File: src/rtl/ballot_controller.sv
// Per-voter ballot sequencer: arms one ballot, accepts a single unambiguous press,
// pulses a one-hot counter increment, enforces a lockout, and owns poll closure.
module ballot_controller #(
    parameter int NUM_CAND       = 4,
    parameter int TIMEOUT_CYCLES = 1000000000,
    parameter int LOCKOUT_CYCLES = 100000000
) (
    input  logic                clock,
    input  logic                reset,
    input  logic                arm,
    input  logic                close_poll,
    input  logic [NUM_CAND-1:0] cand_vote_valid,
    output logic [NUM_CAND-1:0] vote_inc,
    output logic                ballot_armed,
    output logic                busy,
    output logic                timeout_pulse,
    output logic                multi_press_pulse,
    output logic [15:0]         ballots_cast,
    output logic                result_mode
);

    localparam logic [2:0] S_IDLE    = 3'd0;
    localparam logic [2:0] S_ARMED   = 3'd1;
    localparam logic [2:0] S_COMMIT  = 3'd2;
    localparam logic [2:0] S_LOCKOUT = 3'd3;
    localparam logic [2:0] S_CLOSED  = 3'd4;

    // Timer counts cycles already spent in the state, so expiry is judged one short.
    localparam logic [30:0] TIMEOUT_LAST = 31'(TIMEOUT_CYCLES - 1);
    localparam logic [30:0] LOCKOUT_LAST = 31'(LOCKOUT_CYCLES - 1);
    localparam logic [NUM_CAND-1:0] CAND_ONE = {{(NUM_CAND-1){1'b0}}, 1'b1};

    logic [2:0]          state;
    logic [2:0]          state_nxt;
    logic [30:0]         timer;
    logic [30:0]         timer_nxt;
    logic [NUM_CAND-1:0] inc_nxt;
    logic                timeout_nxt;
    logic                multi_nxt;
    logic                any_press;
    logic                single_press;
    logic                multi_press;

    assign any_press    = |cand_vote_valid;
    assign single_press = any_press && ~|(cand_vote_valid & (cand_vote_valid - CAND_ONE));
    assign multi_press  = any_press && !single_press;

    always_comb begin
        state_nxt   = state;
        timer_nxt   = timer + 31'd1;
        inc_nxt     = '0;
        timeout_nxt = 1'b0;
        multi_nxt   = 1'b0;
        case (state)
            S_IDLE: begin
                timer_nxt = '0;
                if (close_poll) begin
                    state_nxt = S_CLOSED;
                end else if (arm) begin
                    state_nxt = S_ARMED;
                end
            end
            S_ARMED: begin
                if (single_press) begin
                    state_nxt = S_COMMIT;
                    inc_nxt   = cand_vote_valid;
                end else if (multi_press) begin
                    multi_nxt = 1'b1;
                end else if (timer >= TIMEOUT_LAST) begin
                    timeout_nxt = 1'b1;
                    state_nxt   = S_IDLE;
                end
            end
            S_COMMIT: begin
                state_nxt = S_LOCKOUT;
                timer_nxt = '0;
            end
            S_LOCKOUT: begin
                if (timer >= LOCKOUT_LAST) begin
                    state_nxt = S_IDLE;
                end
            end
            S_CLOSED: begin
                timer_nxt = '0;
            end
            default: begin
                state_nxt = S_IDLE;
                timer_nxt = '0;
            end
        endcase
    end

    always_ff @(posedge clock) begin
        if (reset) begin
            state             <= S_IDLE;
            timer             <= '0;
            vote_inc          <= '0;
            ballot_armed      <= 1'b0;
            busy              <= 1'b0;
            timeout_pulse     <= 1'b0;
            multi_press_pulse <= 1'b0;
            ballots_cast      <= '0;
            result_mode       <= 1'b0;
        end else begin
            state             <= state_nxt;
            timer             <= timer_nxt;
            vote_inc          <= inc_nxt;
            ballot_armed      <= (state_nxt == S_ARMED);
            busy              <= (state_nxt == S_ARMED) || (state_nxt == S_COMMIT) ||
                                 (state_nxt == S_LOCKOUT);
            timeout_pulse     <= timeout_nxt;
            multi_press_pulse <= multi_nxt;
            result_mode       <= (state_nxt == S_CLOSED);
            if (state == S_COMMIT && ballots_cast != 16'hFFFF) begin
                ballots_cast <= ballots_cast + 16'd1;
            end
        end
    end

endmodule

File: config.mk
export PLATFORM = sky130hd
export DESIGN_NAME = ballot_controller
export DESIGN_NICKNAME = d
export VERILOG_FILES = /design/src/rtl/ballot_controller.sv
export SDC_FILE = /design/constraint.sdc
export NUM_CORES = 1
export LEC_CHECK = 0
export BUFFER_PORTS_ARGS = -buffer_cell sky130_fd_sc_hd__clkbuf_2
export CORE_UTILIZATION = 52
export DETAILED_ROUTE_END_ITERATION = 8
export PLACE_DENSITY = 0.75
export SYNTH_ARGS = -nofsm -noshare
export SYNTH_HDL_FRONTEND = slang
export SYNTH_SLANG_ARGS = --single-unit
File: constraint.sdc
create_clock -name clock -period 1.62 [get_ports clock]
set_input_delay 0.162 -clock clock [delete_from_list [all_inputs] [get_ports clock]]
set_output_delay 0.162 -clock clock [all_outputs]
set_load 0.02 [all_outputs]
==> results_dict.tcl, run 1 <==
set metrics [dict create \
    drt-total-wl_um 8167 \
    multi_input_area_mm2 0.001733 \
    cp-start-kind "flop" \
    synth_top_area_share_pct 42.43 \
    start_util_pct 54.16 \
    fin_setup_tns_ps -822.3 \
    final_common_cell "buf_4" \
    dp_slack_ps -78.45 \
    route.vias.total 2837 \
    drc 0 \
    grt.overflow.total 0 \
    clock_sinks 59 \
    hold_path_class "primary input to flop" \
    synthTopCellsByArea "dfxtp_1 (42%), nor2_1 (8.2%), xor2_1 (8.2%), xnor2_1 (5.0%), nand2_1 (3.4%)" \
    ys.flop_type "dfxtp_1" \
    layout-drive-gt1-share_pct 44.14 \
    initialDrtViolationCount 126 \
    antenna_found_initial 0 \
    grt_usage_pct 26.06 \
    ant_nets 0 \
    diodes 0 \
    fmax_mhz 557.1 \
    synthDistinctLibCells 50 \
    fin_area_mm2 0.004068 \
    yosysTopAreaCell "dfxtp_1" \
    rows 26 \
    period_minus_slack_ps 1795 \
    drv_slew 0 \
    hold_violations 0 \
    dp_cells 478 \
    fin_ws_ps -175.0 \
    numCtsBuffers 9 \
    maxSlewHeadroom_pct 74.11 \
    status "complete, but fails checks" \
    syn_inst 322 \
    failed_checks "negative setup slack" \
    ctsHoldBuffers 0 \
    layoutNonFillerInstCount 505 \
    critPathArrivalTime_ps 2040 \
    htreeDepth 3 \
    power_leakage_uw 0.001644 \
    io_buffers 32 \
    tritoncts "yes" \
    n_fill_cell 312 \
    cap_violations 0 \
    synth_nets 332 \
    drt_pass1_iterations 5 \
    wl_per_cell_um 16.17 \
    path_clk_slew_ps 60 \
    clk_latency_ps 340 \
    async_reset_ff_share_pct 0 \
    synth_edf_count 0 \
    fin_worst_skew_ps 10.57 \
    gp_congestion 0.8268 \
    cts_buffer_depth 2 \
    finish.utilization_pct 79.14 \
    syn_area_mm2 0.002784 \
    min_period_over_period_pct 110.8 \
    cp.required_ps 1870 \
    area_growth_pct 46.11 \
    syn_avg_cell_area_um2 8.646 \
    ys_seq_area_share_pct 42.43 \
    grt_pass1_wl_um 11030 \
    setup_viol 12 \
    power_density_mw_per_mm2 798.7 \
    coreArea_mm2 0.005140 \
    setup.worst_path.end_class "flop" \
    die_y_um 75.17 \
    vias_per_cell 5.618 \
    regArea_mm2 0.001221 \
    ir_drop_uv 560.2 \
    dpl.hpwl_um 4565 \
    crit_type "flop to flop" \
    io_pins 33 \
    clockRootBuffer "clkbuf_8" \
    fp.dieW_um 75.17 \
    nNetsFinal 440 \
    rsz0062_at_grt "true" \
    yosys_warnings 0 \
    post_dp_cell_area_mm2 0.003497 \
    synth_seq_cells 59 \
    most-common-layout-cells "buf_4 (70), nor2_1 (58), dfxtp_1 (35)" \
    worstMarginPinSlew_ps 384.4 \
    grt_max_degree 32 \
    worstPathMaxFanout 4 \
    grt_pass1_vias 2523 \
    dieArea_mm2 0.005651 \
]
[cell type report]
cell class | count | area share (%)
multi-input combinational | 246 | 42.60
clock inverter | 5 | 2.461
sequential | 59 | 30.02
timing repair buffer | 108 | 18.73
clock buffer | 11 | 3.476
inverter | 6 | 0.5537
tap | 70 | 2.153
[kinds of logic (layout without fill, tap and decap cells)]
logic type      count (synthesis)  after routing  share of synthesized area, %
compound gates                 33             33                         7.955
xor+xnor                       42             42                         13.21
fa+ha+maj                       2              2                        0.8987
buf+inv                        17            130                         2.607
flops                          59             59                         42.43
simple gates                  169            169                         32.90
[worst max-delay path, cell delays in order (launching register included)]
cell and delay (ps):
dfxtp_2 340, ha_4 170, and2_4 160, o2111ai_2 170, a211o_1 190, a21boi_1 80
or3_1 400, a31oi_1 190
[timing repair]
item | CTS | global route
buffers inserted | 6 | 5
resized for setup | 22 | 49
setup endpoints to repair | 11 | 33
pin swaps | 19 | 33
[metal layers]
metal / vias to the layer above / part of all wire (%) / track usage (%) / routed length (µm)
li1: 1342 / - / - / -
met1: 1336 / 40 / 30.72 / 3269
met2: 123 / 52 / 45.05 / 4232
met3: 36 / 5.0 / 5.489 / 408
met4: 0 / 3.1 / 12.76 / 256
met5: - / 0 / 0 / 0
[state kept, by name, summed over array words and instances (netlist names)]
name and count:
vote_inc 4, result_mode 1, multi_press_pulse 1, ballot_armed 1, timer 31, ballots_cast 16
timeout_pulse 1, busy 1, state 3
[final timing paths]
check           endpoint  slack (ps)                from  depth (start not counted)
min          vote_inc[2]         110  cand_vote_valid[2]                          2
min reg2reg     timer[0]         450            timer[0]                          1
max             state[0]        -180            timer[0]                          7
max reg2reg     state[0]        -180            timer[0]                          7
[per-stage QoR]
step | hold WS [ps] | total power, µW
floorplan | 283.7 | 1577
global placement | 425.9 | 1626
detailed placement | 437.0 | 1628
CTS | 86.95 | 3247
global route | 118.9 | 3341
finish | 106.1 | 3249
[power breakdown]
part	leakage [µW]	internal, µW	switching, µW
clock network	0.000123	1060	581
registers	0.000489	1460	9.20
logic	0.00103	52.7	86.7
[synthesized netlist by cell type (all sizes together) (8+ instances only)]
master and number:
nor2 62, dfxtp 59, xor2 26, nand2 25, nand3 19, xnor2 16
nand4 15, a21oi 12, and3 9, nor3 8, o21ai 8
No activity file was read; power rests on OpenSTA's default activity.
==> run 2, diff against run 1 <==
--- a/config.mk
+++ b/config.mk
@@ -5,9 +5,10 @@
 export SDC_FILE = /design/constraint.sdc
 export NUM_CORES = 1
 export LEC_CHECK = 0
-export BUFFER_PORTS_ARGS = -buffer_cell sky130_fd_sc_hd__clkbuf_2
-export CORE_UTILIZATION = 52
+export ABC_AREA = 1
+export CORE_UTILIZATION = 57
 export DETAILED_ROUTE_END_ITERATION = 8
+export DONT_BUFFER_PORTS = 1
 export PLACE_DENSITY = 0.75
 export SYNTH_ARGS = -nofsm -noshare
 export SYNTH_HDL_FRONTEND = slang
==> results_dict.tcl, run 2 <==
set metrics [dict create \
    worstHoldPathCells 3 \
    maxSlewHeadroom_pct 69.03 \
    fin_ws_ps 17.42 \
    syn_area_mm2 0.003232 \
    timing.hold.ws_ps 64.72 \
    regArea_mm2 0.001206 \
    io_buffers 0 \
    synth_common_cells "nand2_1 (104), nor2_1 (79), inv_1 (65)" \
    setup.worst_path.end_class "flop" \
    p_switching_uw 692.5 \
    nNetsFinal 554 \
    clockRootBuffer "clkbuf_8" \
    final_common_cell "nand2_1" \
    synth_nets 498 \
    status "completed" \
    coreArea_mm2 0.005473 \
    critPathBufInv 1 \
    synth_top_area_share_pct 36.55 \
    diodes 0 \
    ir_drop_uv 686.6 \
    ys.flop_type "dfxtp_1" \
    worstMarginPinSlew_ps 464.1 \
    n_fill_cell 408 \
    antenna_found_initial 0 \
    synthDistinctLibCells 39 \
    largest_register "timer" \
    period_minus_slack_ps 1603 \
    drc 0 \
    dpl.hpwl_um 5927 \
    pwr-share-clk_pct 45.1 \
    layoutNonFillerInstCount 621 \
    dp_slack_ps -62.87 \
    path_cells "ha_4, nand2_2, inv_2, nand2_4, nor2_4, nand2_2, nor2_4, nand3_2, nor2_2, nand2_1, nor3b_2" \
    die_y_um 77.30 \
    hold_violations 0 \
    gp_congestion 0.9297 \
    drt_pass1_iterations 5 \
    p_int_uw 2236 \
    clk_latency_ps 350 \
    synth_seq_cells 59 \
    grt_pass1_vias 3092 \
    vias_per_cell 5.472 \
    fmax_mhz 624.0 \
    dp_cells 587 \
    yosys_warnings 0 \
    p_sw_share_pct 23.65 \
    synth_most_common_cell "nand2_1" \
    async_reset_ff_share_pct 0 \
    path_clk_slew_ps 70 \
    critPathArrivalTime_ps 1830 \
    power_density_mw_per_mm2 708.2 \
    route.vias.total 3398 \
    setup_viol 0 \
    most-common-layout-cells "nand2_1 (90), nor2_1 (71), inv_1 (60)" \
    fin_area_mm2 0.004135 \
    initialDrtViolationCount 232 \
    cts_buffer_depth 2 \
    dieArea_mm2 0.005975 \
    yosysTopAreaCell "dfxtp_1" \
    grt.overflow.total 0 \
    io_pins 33 \
    synthTopCellsByArea "dfxtp_1 (37%), nand2_1 (12%), nor2_1 (9.2%), inv_1 (7.5%), a21oi_1 (4.5%)" \
    ant_nets 0 \
    grt_max_degree 20 \
    start_util_pct 59.05 \
    crit_family "simple AND/OR/NAND/NOR gates" \
    combPwrFrac_pct 4.2 \
    crit_type "flop to flop" \
    drv_slew 0 \
    clock_sinks 59 \
    cp-start-kind "flop" \
    grt_usage_pct 28.49 \
    top_regs "timer: 31 flops, ballots_cast: 16 flops, vote_inc: 4 flops" \
    ys_seq_area_share_pct 36.55 \
    area_growth_pct 27.95 \
    seqPwrFrac_pct 50.7 \
    cap_violations 0 \
    syn_inst 488 \
    htreeDepth 3 \
    wl_per_cell_um 13.91 \
    cp.required_ps 1850 \
    worstPathMaxFanout 3 \
    fin_worst_skew_ps 10.89 \
    hold_path_class "primary input to flop" \
    synth_edf_count 0 \
    grt_pass1_wl_um 13370 \
    power_leakage_uw 0.001629 \
    layout-drive-gt1-share_pct 29.51 \
    ff2ff_path_depth 11 \
    drt-total-wl_um 8640 \
    slowest_stage "dfxtp_4" \
    rsz0062_at_grt "true" \
    largest_register_ff_count 31 \
    rows 27 \
    post_dp_cell_area_mm2 0.003541 \
    multi_input_area_mm2 0.001963 \
    crit_path_max_incr_delay_ps 370 \
    min_period_over_period_pct 98.92 \
    crit_cells 11 \
    tritoncts "yes" \
    fp.dieW_um 77.30 \
    numCtsBuffers 9 \
    syn_avg_cell_area_um2 6.623 \
]
-- run 2: cell types whose count changed after synthesis, moves of 8 or more --
cell,before,now
o21ai_0,7,18
nand2_2,0,8
and3_1,9,1
a21oi_1,10,29
nor2_1,61,79
inv_1,6,65
nor2_2,0,9
xnor2_1,16,1
nor3_1,6,20
nand3_1,18,28
xor2_1,26,3
nand2_1,25,104
-- run 2: through the flow --
stage / utilization [%] / TNS [ps] / power [µW]
2_1_floorplan: - / 0 / 1593
3_3_place_gp: 64.70 / 0 / 1609
3_5_place_dp: 64.70 / -84.33 / 1612
4_1_cts: 70.26 / -5.210 / 2928
5_1_grt: 75.56 / -732.3 / 3012
6_report: 75.56 / 0 / 2929
-- run 2: path summary, 6_finish.rpt --
path                            slack [ps]       start            to
worst max-delay path                    20    timer[0]     timer[24]
worst min-delay path                    60  close_poll  ballot_armed
worst max register to register          20    timer[0]     timer[24]
worst min register to register         470    timer[7]      timer[7]
-- run 2: layer usage --
metal | wire length [µm] | global-route usage (%) | vias to the layer above
met5 | 0 | 0 | -
met2 | 4392 | 48.85 | 123
li1 | - | - | 1685
met1 | 3571 | 32.60 | 1571
met4 | 219 | 14.15 | 0
met3 | 457 | 7.262 | 19
-- run 2: worst reg2reg max path, cell delays in order (launching register included) --
cell	delay [ps]
dfxtp_4	370
ha_4	130
nand2_2	50
inv_2	80
nand2_4	70
nor2_4	110
nand2_2	80
nor2_4	160
nand3_2	90
nor2_2	140
nand2_1	50
nor3b_2	140
-- run 2: final cells by class --
class / instances / share of cell area [%]
inverter: 71 / 6.505
clock inverter: 3 / 0.4841
multi-input combinational: 352 / 47.47
timing repair buffer: 51 / 9.864
clock buffer: 13 / 4.327
sequential: 59 / 29.17
tap: 72 / 2.179
-- run 2: power groups by stage --
stage	registers (µW)	logic, µW	clock network [µW]
after detailed placement	1520	94.2	0
after global routing	1490	137	1390
final	1490	122	1320
after global placement	1520	91.5	0
after floorplan	1520	74.0	0
after CTS	1490	110	1330
-- run 2: cells by family (layout without fill, tap and decap cells) --
family / Yosys count / in the layout / share of synthesized area, %
xor+xnor: 4 / 4 / 1.084
simple gates: 284 / 284 / 41.89
compound gates: 62 / 62 / 10.49
buf+inv: 77 / 138 / 9.214
fa+ha+maj: 2 / 2 / 0.7742
flops: 59 / 59 / 36.55
-- run 2: repair_timing --
action / CTS / global route
resized for setup: 11 / 67
endpoints found under the setup margin: 7 / 30
pin swaps: 6 / 21
endpoints found under the hold margin: 12 / 6
setup buffers: 1 / 10
gates cloned: 0 / 0
hold buffers: 6 / 1
==> run 3, diff against run 2 <==
--- a/config.mk
+++ b/config.mk
@@ -5,11 +5,11 @@
 export SDC_FILE = /design/constraint.sdc
 export NUM_CORES = 1
 export LEC_CHECK = 0
-export ABC_AREA = 1
-export CORE_UTILIZATION = 57
+export CORE_UTILIZATION = 56
 export DETAILED_ROUTE_END_ITERATION = 8
 export DONT_BUFFER_PORTS = 1
-export PLACE_DENSITY = 0.75
+export PLACE_DENSITY_LB_ADDON = 0.2
+export RECOVER_POWER = 25
 export SYNTH_ARGS = -nofsm -noshare
 export SYNTH_HDL_FRONTEND = slang
 export SYNTH_SLANG_ARGS = --single-unit
==> results_dict.tcl, run 3 (synthesis gave the netlist of run 1 again) <==
set metrics [dict create \
    largest_register "timer" \
    grt_max_degree 27 \
    path_clk_slew_ps 80 \
    nNetsFinal 419 \
    cap_violations 0 \
    hold_violations 18 \
    multi_input_area_mm2 0.001743 \
    drt-total-wl_um 8216 \
    power_leakage_uw 0.001504 \
    fin_setup_tns_ps -1422 \
    clock_sinks 59 \
    diodes 0 \
    rows 25 \
    initialDrtViolationCount 210 \
    vias_per_cell 5.805 \
    failed_checks "negative hold slack, negative setup slack" \
    start_util_pct 58.55 \
    worstMarginPinSlew_ps 407.4 \
    fin_area_mm2 0.003974 \
    cp-startpoint "timer[15]" \
    slowest_stage "or4b_4" \
    drc 0 \
    period_minus_slack_ps 1765 \
    critPathArrivalTime_ps 2000 \
    final_common_cell "buf_4" \
    drv_slew 0 \
    crit_type "flop to flop" \
    setup.worst_path.end_class "flop" \
    n_fill_cell 261 \
    wl_met3_um 426 \
    gp_congestion 0.9009 \
    dr.max_layer_used "met4" \
    area_growth_pct 42.74 \
    numCtsBuffers 9 \
    dieArea_mm2 0.005257 \
    power_density_mw_per_mm2 827.8 \
    grt.overflow.total 0 \
    finish.utilization_pct 83.58 \
    fp.dieW_um 72.51 \
    grt_pass1_vias 2501 \
    layoutNonFillerInstCount 481 \
    tritoncts "yes" \
    rr_startpoint "timer[15]" \
    clk_latency_ps 360 \
    maxSlewHeadroom_pct 72.84 \
    grt_pass1_wl_um 11350 \
    hold_path_class "primary input to flop" \
    wl_per_cell_um 17.08 \
    antenna_found_initial 0 \
    cp.required_ps 1850 \
    largest_register_ff_count 31 \
    top_regs "timer: 31 flops, ballots_cast: 16 flops, vote_inc: 4 flops" \
    clockRootBuffer "clkbuf_8" \
    fmax_mhz 566.7 \
    grt_usage_pct 28.32 \
    setup_viol 19 \
    wl_met2_um 4021 \
    min_period_over_period_pct 108.9 \
    status "complete, but fails checks" \
    dp_cells 448 \
    route.vias.total 2792 \
    ctsHoldBuffers 7 \
    dpl.hpwl_um 4586 \
    post_dp_cell_area_mm2 0.003358 \
    io_buffers 0 \
    cp-start-kind "flop" \
    path_cells "nand4_1, or4b_4, nor4_4, o21ai_2, a22oi_2, nor2_1" \
    io_pins 33 \
    drt-met1-wl_um 3410 \
    fin_ws_ps -144.5 \
    rrSetupSlack_ps -140 \
    ant_nets 0 \
    timing.hold.ws_ps -134.9 \
    rsz0062_at_grt "true" \
    crit_end "state[1]" \
    crit_path_max_incr_delay_ps 580 \
    layout-drive-gt1-share_pct 38.16 \
    fin_worst_skew_ps 13.49 \
    regArea_mm2 0.001209 \
    most-common-layout-cells "buf_4 (67), nor2_1 (59), dfxtp_1 (39)" \
    r2r-end "state[1]" \
    htreeDepth 3 \
    worstPathMaxFanout 2 \
    drt_pass1_iterations 5 \
    ir_drop_uv 686.3 \
    die_y_um 72.51 \
    coreArea_mm2 0.004755 \
    cts_buffer_depth 2 \
    ff2ff_path_depth 6 \
]
[run 3: how the worst min path moves through the flow]
stage,to,depth (start not counted),from
finish,ballots_cast[5],1,reset
global route,ballots_cast[8],1,reset
CTS,ballots_cast[1],1,reset
detailed placement,ballots_cast[14],1,reset
global placement,ballots_cast[14],1,reset
floorplan,vote_inc[0],1,cand_vote_valid[0]
[run 3: cell type report]
type,count,area share (%)
multi-input combinational,246,43.86
sequential,59,30.42
timing repair buffer,87,16.78
clock buffer,10,3.463
clock inverter,6,2.802
tap,67,2.110
inverter,6,0.5668
[run 3: where the power goes]
| group | total (µW) | leakage, µW | switching (µW) | internal, µW |
|---|---|---|---|---|
| registers | 1490 | 0.000486 | 22.0 | 1460 |
| logic | 105 | 0.000894 | 53.1 | 51.8 |
| clock network | 1700 | 0.000123 | 632 | 1070 |
[run 3: per-stage QoR]
stage | total power, µW | setup WS (ps)
3_3_place_gp | 1595 | -37.90
3_5_place_dp | 1597 | -114.2
2_1_floorplan | 1577 | -101.2
6_report | 3289 | -144.5
4_1_cts | 3275 | -88.48
5_1_grt | 3374 | -205.6
[run 3: timing repair]
item,CTS,global route
setup endpoints to repair,16,35
pin swaps,15,34
buffers inserted,3,7
resized for setup,29,37
endpoints found under the hold margin,26,18
[run 3: critical path: cells and delay by family, from the launching register on]
kind,cells,cell delay (ps)
AOI/OAI and AO/OA,2,310
DFF,1,360
and+or+nand+nor,4,980
[run 3: metal layers]
metal | global-route usage [%] | vias to the layer above
met3 | 5.972 | 32
met2 | 47.46 | 116
met1 | 34.00 | 1357
met5 | 0 | -
met4 | 15.03 | 0
li1 | - | 1287
